## src/rtl/uart_pkg.sv

```systemverilog
// Shared UART definitions: FSM state encoding, data width and the default bit time
// that the transmitter and receiver use.
package uart_pkg;

    localparam int DATA_BITS            = 8;
    localparam int DEFAULT_CLKS_PER_BIT = 10418;

    typedef enum logic [2:0] {
        IDLE   = 3'd0,
        START  = 3'd1,
        DATA   = 3'd2,
        PARITY = 3'd3,
        STOP   = 3'd4,
        BREAK  = 3'd5
    } rx_state_t;

endpackage

```

## src/rtl/uart_rx_sync.sv

```systemverilog
// Two-flop synchronizer for the raw RX pin. It resets to 1 (line idle), so the
// receiver never sees a false start bit coming out of reset.
module uart_rx_sync (
    input  logic clk,
    input  logic rst,
    input  logic d,
    output logic q
);

    logic meta;

    always_ff @(posedge clk or posedge rst) begin
        if (rst) begin
            meta <= 1'b1;
            q    <= 1'b1;
        end else begin
            meta <= d;
            q    <= meta;
        end
    end

endmodule

```

## src/rtl/uart_rx_frame.sv

```systemverilog
// 8N1 UART receiver with a one-deep output register and sticky frame/overrun flags.
// Define UART_RX_PARITY_EN for 8E1 framing with an extra sticky parity_err output.
module uart_rx_frame
    import uart_pkg::*;
#(
    parameter int CLKS_PER_BIT = DEFAULT_CLKS_PER_BIT,
    parameter int CNT_W        = 16
) (
    input  logic       clk,
    input  logic       rst,
    input  logic       rx,
    input  logic       rx_ack,
    input  logic       err_clr,
    output logic [7:0] rx_data,
    output logic       rx_valid,
    output logic       busy,
    output logic       frame_err,
    output logic       overrun_err,
`ifdef UART_RX_PARITY_EN
    output logic       parity_err,
`endif
    output logic [2:0] state
);

    localparam logic [CNT_W-1:0] HALF_LAST = CNT_W'(CLKS_PER_BIT / 2 - 1);
    localparam logic [CNT_W-1:0] FULL_LAST = CNT_W'(CLKS_PER_BIT - 1);

    logic                 rx_s;
    rx_state_t            cur_state;
    logic [CNT_W-1:0]     cnt;
    logic [2:0]           idx;
    logic [DATA_BITS-1:0] shreg;

    uart_rx_sync u_sync (
        .clk (clk),
        .rst (rst),
        .d   (rx),
        .q   (rx_s)
    );

    assign busy  = (cur_state != IDLE);
    assign state = cur_state;

    // Flag set/deliver assignments come after the clear assignments, so a
    // same-cycle set beats err_clr and a same-cycle delivery beats rx_ack.
    always_ff @(posedge clk or posedge rst) begin
        if (rst) begin
            cur_state   <= IDLE;
            cnt         <= '0;
            idx         <= '0;
            shreg       <= '0;
            rx_data     <= 8'h00;
            rx_valid    <= 1'b0;
            frame_err   <= 1'b0;
            overrun_err <= 1'b0;
`ifdef UART_RX_PARITY_EN
            parity_err  <= 1'b0;
`endif
        end else begin
            if (err_clr) begin
                frame_err   <= 1'b0;
                overrun_err <= 1'b0;
`ifdef UART_RX_PARITY_EN
                parity_err  <= 1'b0;
`endif
            end
            if (rx_ack) rx_valid <= 1'b0;

            case (cur_state)
                IDLE: begin
                    if (!rx_s) begin
                        cnt       <= '0;
                        cur_state <= START;
                    end
                end
                START: begin
                    if (cnt == HALF_LAST) begin
                        cnt       <= '0;
                        idx       <= '0;
                        cur_state <= rx_s ? IDLE : DATA;
                    end else begin
                        cnt <= cnt + CNT_W'(1);
                    end
                end
                DATA: begin
                    if (cnt == FULL_LAST) begin
                        cnt        <= '0;
                        shreg[idx] <= rx_s;
                        idx        <= idx + 3'd1;
                        if (idx == 3'(DATA_BITS - 1)) begin
`ifdef UART_RX_PARITY_EN
                            cur_state <= PARITY;
`else
                            cur_state <= STOP;
`endif
                        end
                    end else begin
                        cnt <= cnt + CNT_W'(1);
                    end
                end
`ifdef UART_RX_PARITY_EN
                PARITY: begin
                    if (cnt == FULL_LAST) begin
                        cnt <= '0;
                        if (^{shreg, rx_s}) parity_err <= 1'b1;
                        cur_state <= STOP;
                    end else begin
                        cnt <= cnt + CNT_W'(1);
                    end
                end
`endif
                STOP: begin
                    if (cnt == FULL_LAST) begin
                        cnt <= '0;
                        if (rx_s) begin
                            if (rx_valid && !rx_ack) begin
                                overrun_err <= 1'b1;
                            end else begin
                                rx_data  <= shreg;
                                rx_valid <= 1'b1;
                            end
                            cur_state <= IDLE;
                        end else begin
                            frame_err <= 1'b1;
                            cur_state <= BREAK;
                        end
                    end else begin
                        cnt <= cnt + CNT_W'(1);
                    end
                end
                BREAK: begin
                    if (rx_s) cur_state <= IDLE;
                end
                default: cur_state <= IDLE;
            endcase
        end
    end

endmodule

```

## config.mk

```make
export PLATFORM = sky130hd
export DESIGN_NAME = uart_rx_frame
export DESIGN_NICKNAME = d
export VERILOG_FILES = /design/src/rtl/uart_pkg.sv /design/src/rtl/uart_rx_sync.sv /design/src/rtl/uart_rx_frame.sv
export SDC_FILE = /design/constraint.sdc
export NUM_CORES = 1
export LEC_CHECK = 0
export CORE_AREA = 2 2 85 87
export CTS_BUF_LIST = sky130_fd_sc_hd__clkbuf_16
export CTS_CLUSTER_DIAMETER = 40
export CTS_CLUSTER_SIZE = 30
export DETAILED_ROUTE_END_ITERATION = 6
export DIE_AREA = 0 0 87 89
export SYNTH_ARGS = -nofsm -noshare
export SYNTH_HDL_FRONTEND = slang
export SYNTH_SLANG_ARGS = --single-unit
export TNS_END_PERCENT = 50
```

## constraint.sdc

```tcl
create_clock -name clk -period 2 [get_ports clk]
set_clock_uncertainty 0.05 [all_clocks]
set_input_delay 0.5 -clock clk [delete_from_list [all_inputs] [get_ports clk]]
set_output_delay 0.5 -clock clk [all_outputs]
set_load 0.01 [all_outputs]
```

==> flow_metrics.tcl <==
set metrics [dict create \
    status "complete, but fails checks" \
    failed_checks "setup timing" \
    synth_ff_type "dfrtp_1" \
    p_total_uw 1850 \
    htreeDepth 2 \
    drc_errors 0 \
    topRoutingLayerUsed "met4" \
    tightestPinTransition_ns 0.397 \
    hpwl_mm 3.80 \
    swShare_pct 20.2 \
    wl_per_cell_um 14.7 \
    coreArea_um2 6720 \
    combPwrFrac_pct 1.7 \
    cts_buffers 5 \
    synthCells 235 \
    antenna_left 0 \
    die-area_um2 7740 \
    num_io_pins 20 \
    synth_edf_count 0 \
    critPathCaptureType "flop" \
    postLayoutSetupSlackWorst_ns -0.130 \
    drt_iter0_drc 152 \
    grt_pass1_wl_mm 9.14 \
    min_path_type "reg2reg" \
    cts.sinks 43 \
    wl_met2_mm 2.60 \
    arrival_ns 2.26 \
    wl_met3_um 179 \
    grt_usage_pct 15.2 \
    clockBufferDepth 2 \
    nNetsFinal 305 \
    drt_pass1_iterations 4 \
    overflow 0 \
    grt_pass1_vias 1889 \
    wl_met1_mm 2.63 \
    syn_nets 245 \
    die_h_um 89 \
    syn_area_per_cell_um2 9.81 \
    fmax_mhz 469 \
    ys_ff_latch 43 \
    p_int_uw 1470 \
    synth_cell_type_count 48 \
    power.switching_uw 373 \
    clock_latency_ns 0.29 \
    postCtsHoldBufs 0 \
    die_x_um 87 \
    finalSetupViolations 21 \
    diodes 0 \
    period_needed_ns 2.13 \
    viasPerCell 5.27 \
    finalCritPeriodShare_pct 107 \
    ys_seq_area_share_pct 46.8 \
    power.share.sequential_pct 47.5 \
    routed-via-count 1983 \
    initial_core_util_pct 34.3 \
    layout-drive-gt1-share_pct 29.4 \
    place_congestion 0.815 \
    nFillCells 618 \
    root_buffer "clkbuf_16" \
    crit_type "reg2reg" \
    path_max_fanout 6 \
    ir_drop_mv 0.290 \
    rows 30 \
    antenna_found_initial 0 \
    p_per_area_nw_per_um2 574 \
    cp-start-kind "flop" \
    ys_async_sr_fraction_pct 100 \
    cts_tree "done" \
    worstPathRequired_ns 2.13 \
    grt_start_max_net_pins 44 \
    yosys_warnings 0 \
    syn_to_final_growth_pct 39.6 \
    hold_viol_final 0 \
    post-place-ws_ns -0.0795 \
    portBuffers 19 \
    routed_wl_mm 5.54 \
    drv_cap 0 \
    slew_headroom_pct 73.5 \
    clk_pin_slew_ns 0.06 \
    p_leak_uw 0.00145 \
    pwr-share-clk_pct 50.8 \
    slew_violations 0 \
    rsz0062_at_grt "yes" \
    syn-cell-area_um2 2300 \
]
==> worst paths after layout <==
kind                            slack, ns  cells past startpoint        to   startpoint
worst max-delay path                -0.13                      6  shreg[7]       cnt[9]
worst min-delay path                 0.31                      0  u_sync.q  u_sync.meta
worst max register to register      -0.13                      6  shreg[7]       cnt[9]
worst min register to register       0.31                      0  u_sync.q  u_sync.meta
max in group asynchronous            1.15                      3  u_sync.q          rst
min in group asynchronous            0.49                      3    cnt[1]          rst
==> final cells by class <==
class	count	area, um^2	share of cell area, %
multi-input cells	171	1270	39.4
flip-flops and latches	43	1080	33.5
repair buffers	66	573	17.8
clock buffers	5	125	3.89
well taps	80	100	3.11
clock inverters	3	43.8	1.36
inverters	8	30.0	0.933
==> routing by layer <==
metal / GRT usage (%) / up-vias
met3: 2.22 / 7
met2: 23.9 / 47
met1: 20.7 / 952
met5: 0 / -
met4: 7.24 / 0
li1: - / 977
==> metrics by stage <==
stage	cells	util (%)	setup TNS [ns]	hold WS, ns	area, um^2
after floorplan	235	-	-0.177	0.295	2340
final	376	47.9	-0.864	0.306	3220
after CTS	373	46.0	-1.00	0.306	3090
after detailed placement	362	42.8	-0.922	0.297	2880
after global placement	362	42.8	-0.439	0.296	2880
after global routing	376	47.9	-2.76	0.315	3220
==> registers in the layout, indices dropped and copies added, names as in the netlist, 3 cells and up <==
signal   flops
state        3
cnt         16
idx          3
shreg        8
rx_data      8
==> worst max-delay path, cell delays in order (launching register included) <==
cell	delay [ns]
dfrtp_1	0.37
or2_1	0.25
or4_4	0.42
buf_6	0.15
nor3_4	0.27
nand4_1	0.17
mux2_4	0.33
==> cell usage after synthesis, types with 2 or more instances <==
library cell / count / share of area, %
a211oi_1: 2 / 0.65
a21o_1: 2 / 0.65
a21oi_1: 9 / 2.0
a22o_1: 2 / 0.76
a31oi_1: 3 / 0.81
and3_1: 5 / 1.4
and4_1: 3 / 1.1
and4b_1: 2 / 0.87
buf_2: 3 / 0.65
clkbuf_1: 9 / 1.5
dfrtp_1: 41 / 45
dfstp_2: 2 / 2.3
ha_1: 5 / 2.7
inv_1: 8 / 1.3
mux2_1: 16 / 7.8
nand2_1: 25 / 4.1
nand2b_1: 6 / 1.6
nand3_1: 12 / 2.6
nand3b_1: 2 / 0.65
nand4_1: 4 / 1.1
nand4b_1: 4 / 1.5
nor2_1: 13 / 2.1
nor2b_1: 5 / 1.4
nor3_1: 6 / 1.3
o211ai_1: 5 / 1.6
o21ai_0: 7 / 1.5
o21ai_1: 6 / 1.3
o22ai_1: 6 / 1.6
or3_1: 2 / 0.54
xnor2_1: 2 / 0.76
==> cells in the final DEF, fill, tap and decap left out, types with 6 or more instances in the layout <==
| master | instances |
|---|---|
| nand2_1 | 25 |
| nor2_1 | 13 |
| nand2b_1 | 6 |
| dfrtp_1 | 41 |
| a21oi_1 | 9 |
| buf_4 | 41 |
| clkdlybuf4s50_1 | 18 |
| o21ai_1 | 7 |
| nand3_1 | 12 |
| nor3_1 | 6 |
| mux2_4 | 12 |
==> power by group through the flow <==
stage          Sequential (uW)  Combinational, uW  Clock [uW]
2_1_floorplan              890               16.2           0
3_3_place_gp               893               33.2           0
3_5_place_dp               893               33.1           0
4_1_cts                    877               33.2         956
5_1_grt                    878               37.3         992
6_report                   878               31.7         939
==> cells by family after synthesis <==
family,after synthesis,synth area share [%]
DFF,43,46.8
muxes,17,8.25
xor gates and xnor gates,3,1.14
AOI/OAI and AO/OA,49,13.7
buffers and inverters,21,3.75
and+or+nand+nor,97,23.7
adders and majority gates,5,2.71
==> what timing repair did <==
item / CTS / global route
pin swaps: 4 / 11
setup endpoints to repair: 24 / 32
buffers inserted: 3 / 3
resized for setup: 10 / 26
No activity file was read; power rests on OpenSTA's default activity.
